==> config.mk <==
export PLATFORM = sky130hd
export DESIGN_NAME = instr_decode_stage
export DESIGN_NICKNAME = d
export VERILOG_FILES = /design/src/rtl/instr_decode_stage.sv
export SDC_FILE = /design/constraint.sdc
export NUM_CORES = 1
export LEC_CHECK = 0
export BUFFER_PORTS_ARGS = -buffer_cell sky130_fd_sc_hd__clkbuf_2
export CORE_ASPECT_RATIO = 0.5
export CORE_UTILIZATION = 53
export CTS_CLUSTER_DIAMETER = 100
export DETAILED_ROUTE_END_ITERATION = 7
export PLACE_DENSITY = 0.8
export SLEW_MARGIN = 30
export SYNTH_ARGS = -nofsm -noshare
export SYNTH_HDL_FRONTEND = slang
export SYNTH_SLANG_ARGS = --single-unit
==> constraint.sdc <==
create_clock -name i_clk -period 2.4 [get_ports i_clk]
set_input_delay 0.24 -clock i_clk [delete_from_list [all_inputs] [get_ports i_clk]]
set_output_delay 0.24 -clock i_clk [all_outputs]
set_load 0.005 [all_outputs]
==> src/rtl/instr_decode_stage.sv <==
// Instruction decode stage: registered decode into a 1- or 2-entry output buffer with valid/ready handshakes.
// Optional illegal C-instruction flag is compiled in with INSTR_DECODE_ILLEGAL_CHECK_EN.
module instr_decode_stage #(
    parameter int BUS_WIDTH = 16,
    parameter int DEPTH     = 2
) (
    input  logic                 i_clk,
    input  logic                 i_reset,
    input  logic [BUS_WIDTH-1:0] i_X,
    input  logic                 i_valid,
    output logic                 o_ready,
    output logic                 o_valid,
    input  logic                 i_ready,
    input  logic                 i_flush,
    output logic                 o_ci,
    output logic                 o_sm,
    output logic                 o_zx,
    output logic                 o_nx,
    output logic                 o_zy,
    output logic                 o_ny,
    output logic                 o_f,
    output logic                 o_no,
    output logic                 o_a,
    output logic                 o_d,
    output logic                 o_p,
    output logic                 o_gt,
    output logic                 o_eq,
    output logic                 o_lt,
    output logic [BUS_WIDTH-1:0] o_W,
    output logic                 o_illegal
);

    localparam int FLAG_W   = 14;
    localparam int BUNDLE_W = FLAG_W + BUS_WIDTH;

    typedef enum logic [1:0] {
        EMPTY = 2'd0,
        ONE   = 2'd1,
        FULL  = 2'd2
    } state_e;

    state_e                state_q, state_d;
    logic [BUNDLE_W-1:0]   head_q, head_d;
    logic [BUNDLE_W-1:0]   tail_q, tail_d;
    logic [BUNDLE_W-1:0]   inBundle;
    logic                  readyState;
    logic                  pushEn;
    logic                  popEn;

    // Bundle layout, MSB first: ci sm zx nx zy ny f no a d p gt eq lt, then W.
    function automatic logic [BUNDLE_W-1:0] decode(input logic [BUS_WIDTH-1:0] x);
        logic c;
        c = x[BUS_WIDTH-1];
        decode = {c, x[12] & c, x[11] & c, x[10] & c, x[9] & c, x[8] & c,
                  x[7] & c, x[6] & c, ~(c & ~x[5]), x[4] & c, x[3] & c,
                  x[2] & c, x[1] & c, x[0] & c,
                  (c ? {BUS_WIDTH{1'b0}} : x)};
    endfunction

    assign inBundle = decode(i_X);

    always_comb begin
        readyState = 1'b0;
        case (state_q)
            EMPTY:   readyState = 1'b1;
            ONE:     readyState = (DEPTH == 2) ? 1'b1 : i_ready;
            default: readyState = 1'b0;
        endcase
    end

    assign o_ready = readyState & ~i_reset;
    assign o_valid = (state_q != EMPTY);
    assign pushEn  = i_valid & o_ready;
    assign popEn   = o_valid & i_ready;

`ifdef INSTR_DECODE_ILLEGAL_CHECK_EN
    logic headIllegal_q, headIllegal_d;
    logic tailIllegal_q, tailIllegal_d;
    logic inIllegal;

    // A C-instruction must have every bit between the opcode bit and the ALU field set.
    assign inIllegal = i_X[BUS_WIDTH-1] & ~(&i_X[BUS_WIDTH-2:13]);
`endif

    always_comb begin
        state_d = state_q;
        head_d  = head_q;
        tail_d  = tail_q;
`ifdef INSTR_DECODE_ILLEGAL_CHECK_EN
        headIllegal_d = headIllegal_q;
        tailIllegal_d = tailIllegal_q;
`endif
        if (i_flush) begin
            state_d = EMPTY;
        end else begin
            case (state_q)
                EMPTY: begin
                    if (pushEn) begin
                        head_d  = inBundle;
`ifdef INSTR_DECODE_ILLEGAL_CHECK_EN
                        headIllegal_d = inIllegal;
`endif
                        state_d = ONE;
                    end
                end
                ONE: begin
                    if (pushEn && popEn) begin
                        head_d = inBundle;
`ifdef INSTR_DECODE_ILLEGAL_CHECK_EN
                        headIllegal_d = inIllegal;
`endif
                    end else if (pushEn && (DEPTH == 2)) begin
                        tail_d  = inBundle;
`ifdef INSTR_DECODE_ILLEGAL_CHECK_EN
                        tailIllegal_d = inIllegal;
`endif
                        state_d = FULL;
                    end else if (popEn) begin
                        state_d = EMPTY;
                    end
                end
                FULL: begin
                    // o_ready is low here, so only a pop can occur; the tail moves up.
                    if (popEn) begin
                        head_d  = tail_q;
`ifdef INSTR_DECODE_ILLEGAL_CHECK_EN
                        headIllegal_d = tailIllegal_q;
`endif
                        state_d = ONE;
                    end
                end
                default: state_d = EMPTY;
            endcase
        end
    end

    always_ff @(posedge i_clk or posedge i_reset) begin
        if (i_reset) begin
            state_q <= EMPTY;
            head_q  <= '0;
            tail_q  <= '0;
        end else begin
            state_q <= state_d;
            head_q  <= head_d;
            tail_q  <= tail_d;
        end
    end

`ifdef INSTR_DECODE_ILLEGAL_CHECK_EN
    always_ff @(posedge i_clk or posedge i_reset) begin
        if (i_reset) begin
            headIllegal_q <= 1'b0;
            tailIllegal_q <= 1'b0;
        end else begin
            headIllegal_q <= headIllegal_d;
            tailIllegal_q <= tailIllegal_d;
        end
    end

    assign o_illegal = o_valid & headIllegal_q;
`else
    assign o_illegal = 1'b0;
`endif

    // Stale head contents stay hidden once the buffer drains.
    assign {o_ci, o_sm, o_zx, o_nx, o_zy, o_ny, o_f, o_no,
            o_a, o_d, o_p, o_gt, o_eq, o_lt, o_W} = o_valid ? head_q : {BUNDLE_W{1'b0}};

endmodule

# Yosys cells after proc, flatten, opt, wreduce, memory -nomap -nowiden
# Index checks and enable logic that the tools add are counted.
[totals]
regBits = 62
in_bits = 21
output_inout_bits = 33
elab_cells = 55
[classes]
eq_ne = 9
muxes = 14
bitwise = 21
reduce_logical = 8
[ops]
columns = ["cell", "count"]
rows = [
  ["30-bit two-way mux", 4],
  ["30-bit case mux with 3 select lines", 1],
  ["1-bit bitwise AND", 16],
  ["15-bit two-way mux", 1],
  ["2-bit two-way mux", 6],
  ["3-bit inequality test, second input constant", 3],
  ["4-bit AND reduction", 2],
  ["2-bit inequality test, second input constant", 3],
  ["2-bit case mux with 3 select lines", 1],
  ["1-bit NOT", 5],
  ["5-bit AND reduction", 1],
  ["4-bit inequality test, second input constant", 1],
  ["3-bit nonzero test", 1],
  ["2-bit by 1-bit == test with 1-bit output, second input constant", 1],
  ["2-bit == test, second input constant", 1],
  ["2-bit zero test", 1],
  ["2-bit nonzero test", 1],
  ["2-bit OR reduction", 1],
  ["1-bit logical AND", 1],
  ["1-bit two-way mux", 1],
]

# Longest topological paths before layout
[logic_depth]
depth_word = 9
ltp_mapped = 7
mapped_depth_nobuf = 4

# Least setup slack after synthesis
# OpenSTA, ideal clock, no wires.
[synth_path]
kind = "register to register"
from = "register state_q[1]"
to = "register tail_q[0]"
setup_ps = 133
arrival_time_ps = 1246
required_time_ps = 2267
setup_slack_ps = 1021
path_stages_with_launch = 8
n_path_buf = 3
synth_period_minus_slack_ps = 1379
path_cell_list = "dfrtp_1 buf_2 nor2_1 nand4b_1 buf_2 buf_2 nand2_1 o21ai_0"
[synth_via]
elab_chain_cells = 8
[synth_lines]
columns = ["element", "line", "text"]
rows = [
  ["start: declaration", "42", "state_e state_q, state_d;"],
  ["start signal: assignment", "143", "state_q <= state_d;"],
  ["2-bit by 1-bit == test with 1-bit output or 2-bit zero test (tied branches)", "64", "case (state_q)"],
  ["2-bit OR reduction (no source line) (*)", "-", ""],
  ["1-bit two-way mux (*)", "64", ""],
  ["1-bit bitwise AND (*)", "71", "assign o_ready = readyState & ~i_reset;"],
  ["net o_ready", "11", "output logic o_ready,"],
  ["1-bit bitwise AND (*)", "73", "assign pushEn = i_valid & o_ready;"],
  ["1-bit logical AND", "107", "if (pushEn && popEn) begin"],
  ["1-bit NOT (no source line)", "-", ""],
  ["4-bit AND reduction (no source line) (*)", "-", ""],
  ["end signal: assignment", "145", "tail_q <= tail_d;"],
  ["end: declaration", "44", "logic [BUNDLE_W-1:0] tail_q, tail_d;"],
]
# Mark *: on every way through the listed nets, which the timed path passes. The rest lies on a longest branch.
# A chain may end at the register's enable or synchronous reset.

# Worst setup path after layout
[layout_path]
from = "input i_reset"
to = "register head_q[25]"
[layout_via]
elab_chain_cells = 6
[layout_lines]
columns = ["element", "line", "text"]
rows = [
  ["start: declaration", "8", "input logic i_reset,"],
  ["1-bit NOT (*)", "71", ""],
  ["1-bit bitwise AND (*)", "71", ""],
  ["1-bit bitwise AND (*)", "73", ""],
  ["1-bit logical AND", "107", ""],
  ["2-bit inequality test (no source line)", "-", ""],
  ["5-bit AND reduction (no source line) (*)", "-", ""],
  ["end signal: assignment", "140", "head_q <= '0;"],
  ["end signal: assignment", "144", "head_q <= head_d;"],
  ["end: declaration", "43", "logic [BUNDLE_W-1:0] head_q, head_d;"],
]
# Mark *: on every way between the ends. The rest lies on a longest branch, timed or not.

==> reports/qor.txt <==
outcome -> completed
Setup Skew -> 0.00491 ns
DRT iter0 DRCs -> 210
CP Data Arrival Time -> 1.94 ns
critical path capture point type -> flop
GRT Util Overall -> 23.5%
Synth Area per Inst -> 8.62 um^2
largest net degree at the start of global routing -> 59
worst vdd ir -> 0.000328 V
fin crit period -> 1.76 ns
DRC errors left -> 0
Antenna diodes -> 0
Final #Nets -> 400
FILL cells -> 423
via count -> 2368
sequential cell area fraction in the yosys report -> 51.9%
post_cts resized -> 0
# clock sinks -> 60
Root Buffer -> clkbuf_8
Detail Placement HPWL -> 4250 um
clock buffer depth -> 2
worst path required time -> 2.58 ns
P_leak -> 1.62 nW
Netlist cell types -> 23
DRT antenna net count -> 0
Worst-path clk slew -> 0.06 ns
largest fanout on the critical path -> 58
CP startpoint kind -> input pin
max-cap violation count -> 0
CTS tree -> built
Placed Cells -> 437
GRT overflow -> 0
Slew Viols, Final -> 0
setup violators final -> 0
post-synthesis register bit count -> 60
Crit Path Class -> in2reg
initial antenna violation count -> 0
wire per inst -> 13.6 um
measured slew at the worst slew-check pin -> 0.557 ns
setup repair after global routing missed its margin -> false
initial core utilization -> 56.9%
core box area -> 0.00509 mm^2
period utilization -> 73.2%
Ys Warns -> 0
gpl congestion -> 0.797
worst min path class -> in2reg
Die ar. -> 0.00578 mm^2
Rows -> 18
Final Hold Fails -> 0
Area Growth Syn to Fin -> 15.6%
final wirelength -> 6200 um
Syn Std Cell Area -> 0.00290 mm^2
DR pass1 iterations -> 5
die height -> 54.3 um
# port buffers -> 51
synthesized netlist cell count -> 336
PwrDens -> 716 mW/mm^2
Layout Cells excl Fill -> 454
Die Wd -> 107 um
vias in the first global route -> 2182
Via density -> 5.22
first-pass GRT wire length -> 10000 um
layout cells sized above 1 -> 20.1%
# H-tree levels -> 3
relative slew slack -> 62.8%
total CTS buffers -> 9
I/O pin cnt -> 54
Setup TNS -> 0 ns
fmax -> 569 MHz
clk_lat worst skew -> 0.33 ns
critical path: stages:
cell           delay [ns]
dlygate4sd3_1        0.53
clkbuf_2             0.13
nor2b_1              0.36
a31oi_4              0.12
buf_4                0.30
nand2_1              0.14
o21ai_0              0.10
routing by layer:
metal	global-route usage [%]	wire (um)	up-vias
met2	40.0	3020	55
met5	0	0	-
met3	8.10	267	4
met1	29.5	2880	1134
li1	-	-	1175
met4	6.39	23	0
cells in the final DEF, fill, tap and decap left out, types with 3 or more instances in the layout:
| cell | n |
|---|---|
| o21ai_0 | 54 |
| nand2b_1 | 17 |
| clkbuf_8 | 9 |
| o21ai_1 | 3 |
| a21oi_1 | 28 |
| dfrtp_1 | 60 |
| nand2_1 | 69 |
| mux2i_1 | 3 |
| buf_4 | 5 |
| clkbuf_2 | 51 |
| clkinv_2 | 3 |
| nor2b_1 | 32 |
| nor2_1 | 31 |
what timing repair did:
item,4_1_cts,5_1_grt
endpoints found under the setup margin,0,0
hold endpoints to repair,24,0
hold buffers,1,0
buffers inserted,0,0
logic make-up (layout without fill, tap and decap cells):
group | after synthesis | in the layout | synth area share, %
simple gates | 154 | 154 | 24.9
compound gates | 88 | 88 | 16.0
flops | 60 | 60 | 51.9
buf+inv | 29 | 76 | 5.70
mux | 4 | 4 | 1.43
other cells | 1 | 2 | 0.130
worst paths after layout:
path | start | slack [ns] | depth (start not counted) | to
min | i_flush | 0.12 | 2 | state_q[0]
min reg2reg | head_q[12] | 0.47 | 2 | head_q[12]
max | i_reset | 0.64 | 7 | head_q[25]
max reg2reg | state_q[0] | 0.68 | 4 | head_q[9]
max in group asynchronous | i_reset | 1.29 | 4 | head_q[21]
min in group asynchronous | i_reset | 0.53 | 3 | state_q[1]
power by group:
part | internal [W] | total (W) | switching [W]
sequential | 0.00115 | 0.00123 | 0.0000753
combinational | 0.000138 | 0.000318 | 0.000180
clock | 0.000474 | 0.000852 | 0.000378
metrics by stage:
stage          utilization [%]  instance area, um^2  total power [W]  setup WS (ns)  hold slack (ns)
2_1_floorplan                -                 2900          0.00144          0.675            0.306
3_3_place_gp              61.9                 3150          0.00153          0.782            0.313
3_5_place_dp              61.9                 3150          0.00156          0.685            0.340
4_1_cts                   65.7                 3350          0.00242          0.672            0.112
5_1_grt                   65.7                 3350          0.00253          0.531            0.129
6_report                  65.7                 3350          0.00240          0.643            0.125
sequential cells by signal, summed over array words and instances (netlist names):
| register | flops |
|---|---|
| head_q | 29 |
| tail_q | 29 |
| state_q | 2 |
final cells by class:
| class | instances | area (um^2) | area share, % |
|---|---|---|---|
| flip-flops and latches | 60 | 1500 | 44.9 |
| multi-input cells | 248 | 1240 | 37.1 |
| repair buffers | 58 | 323 | 9.65 |
| clock buffers | 11 | 131 | 3.93 |
| well taps | 70 | 87.6 | 2.62 |
| clock inverters | 5 | 52.6 | 1.57 |
| inverters | 2 | 7.51 | 0.224 |
synth_stat cells (all sizes together):
master	n	area, um^2
and4bb	1	12.5
mux2i	3	30.0
a211oi	1	7.51
buf	16	115
clkbuf	11	42.5
a21oi	28	140
dfrtp	60	1500
nor2b	33	206
mux2	1	11.3
nand4b	1	8.76
o22a	1	8.76
a31oi	1	21.3
o21ai	57	285
nand2	69	259
nor2	32	120
inv	2	7.51
nand3b	1	7.51
nand2b	17	106
conb	1	3.75
(Power assumes the default switching activity.)
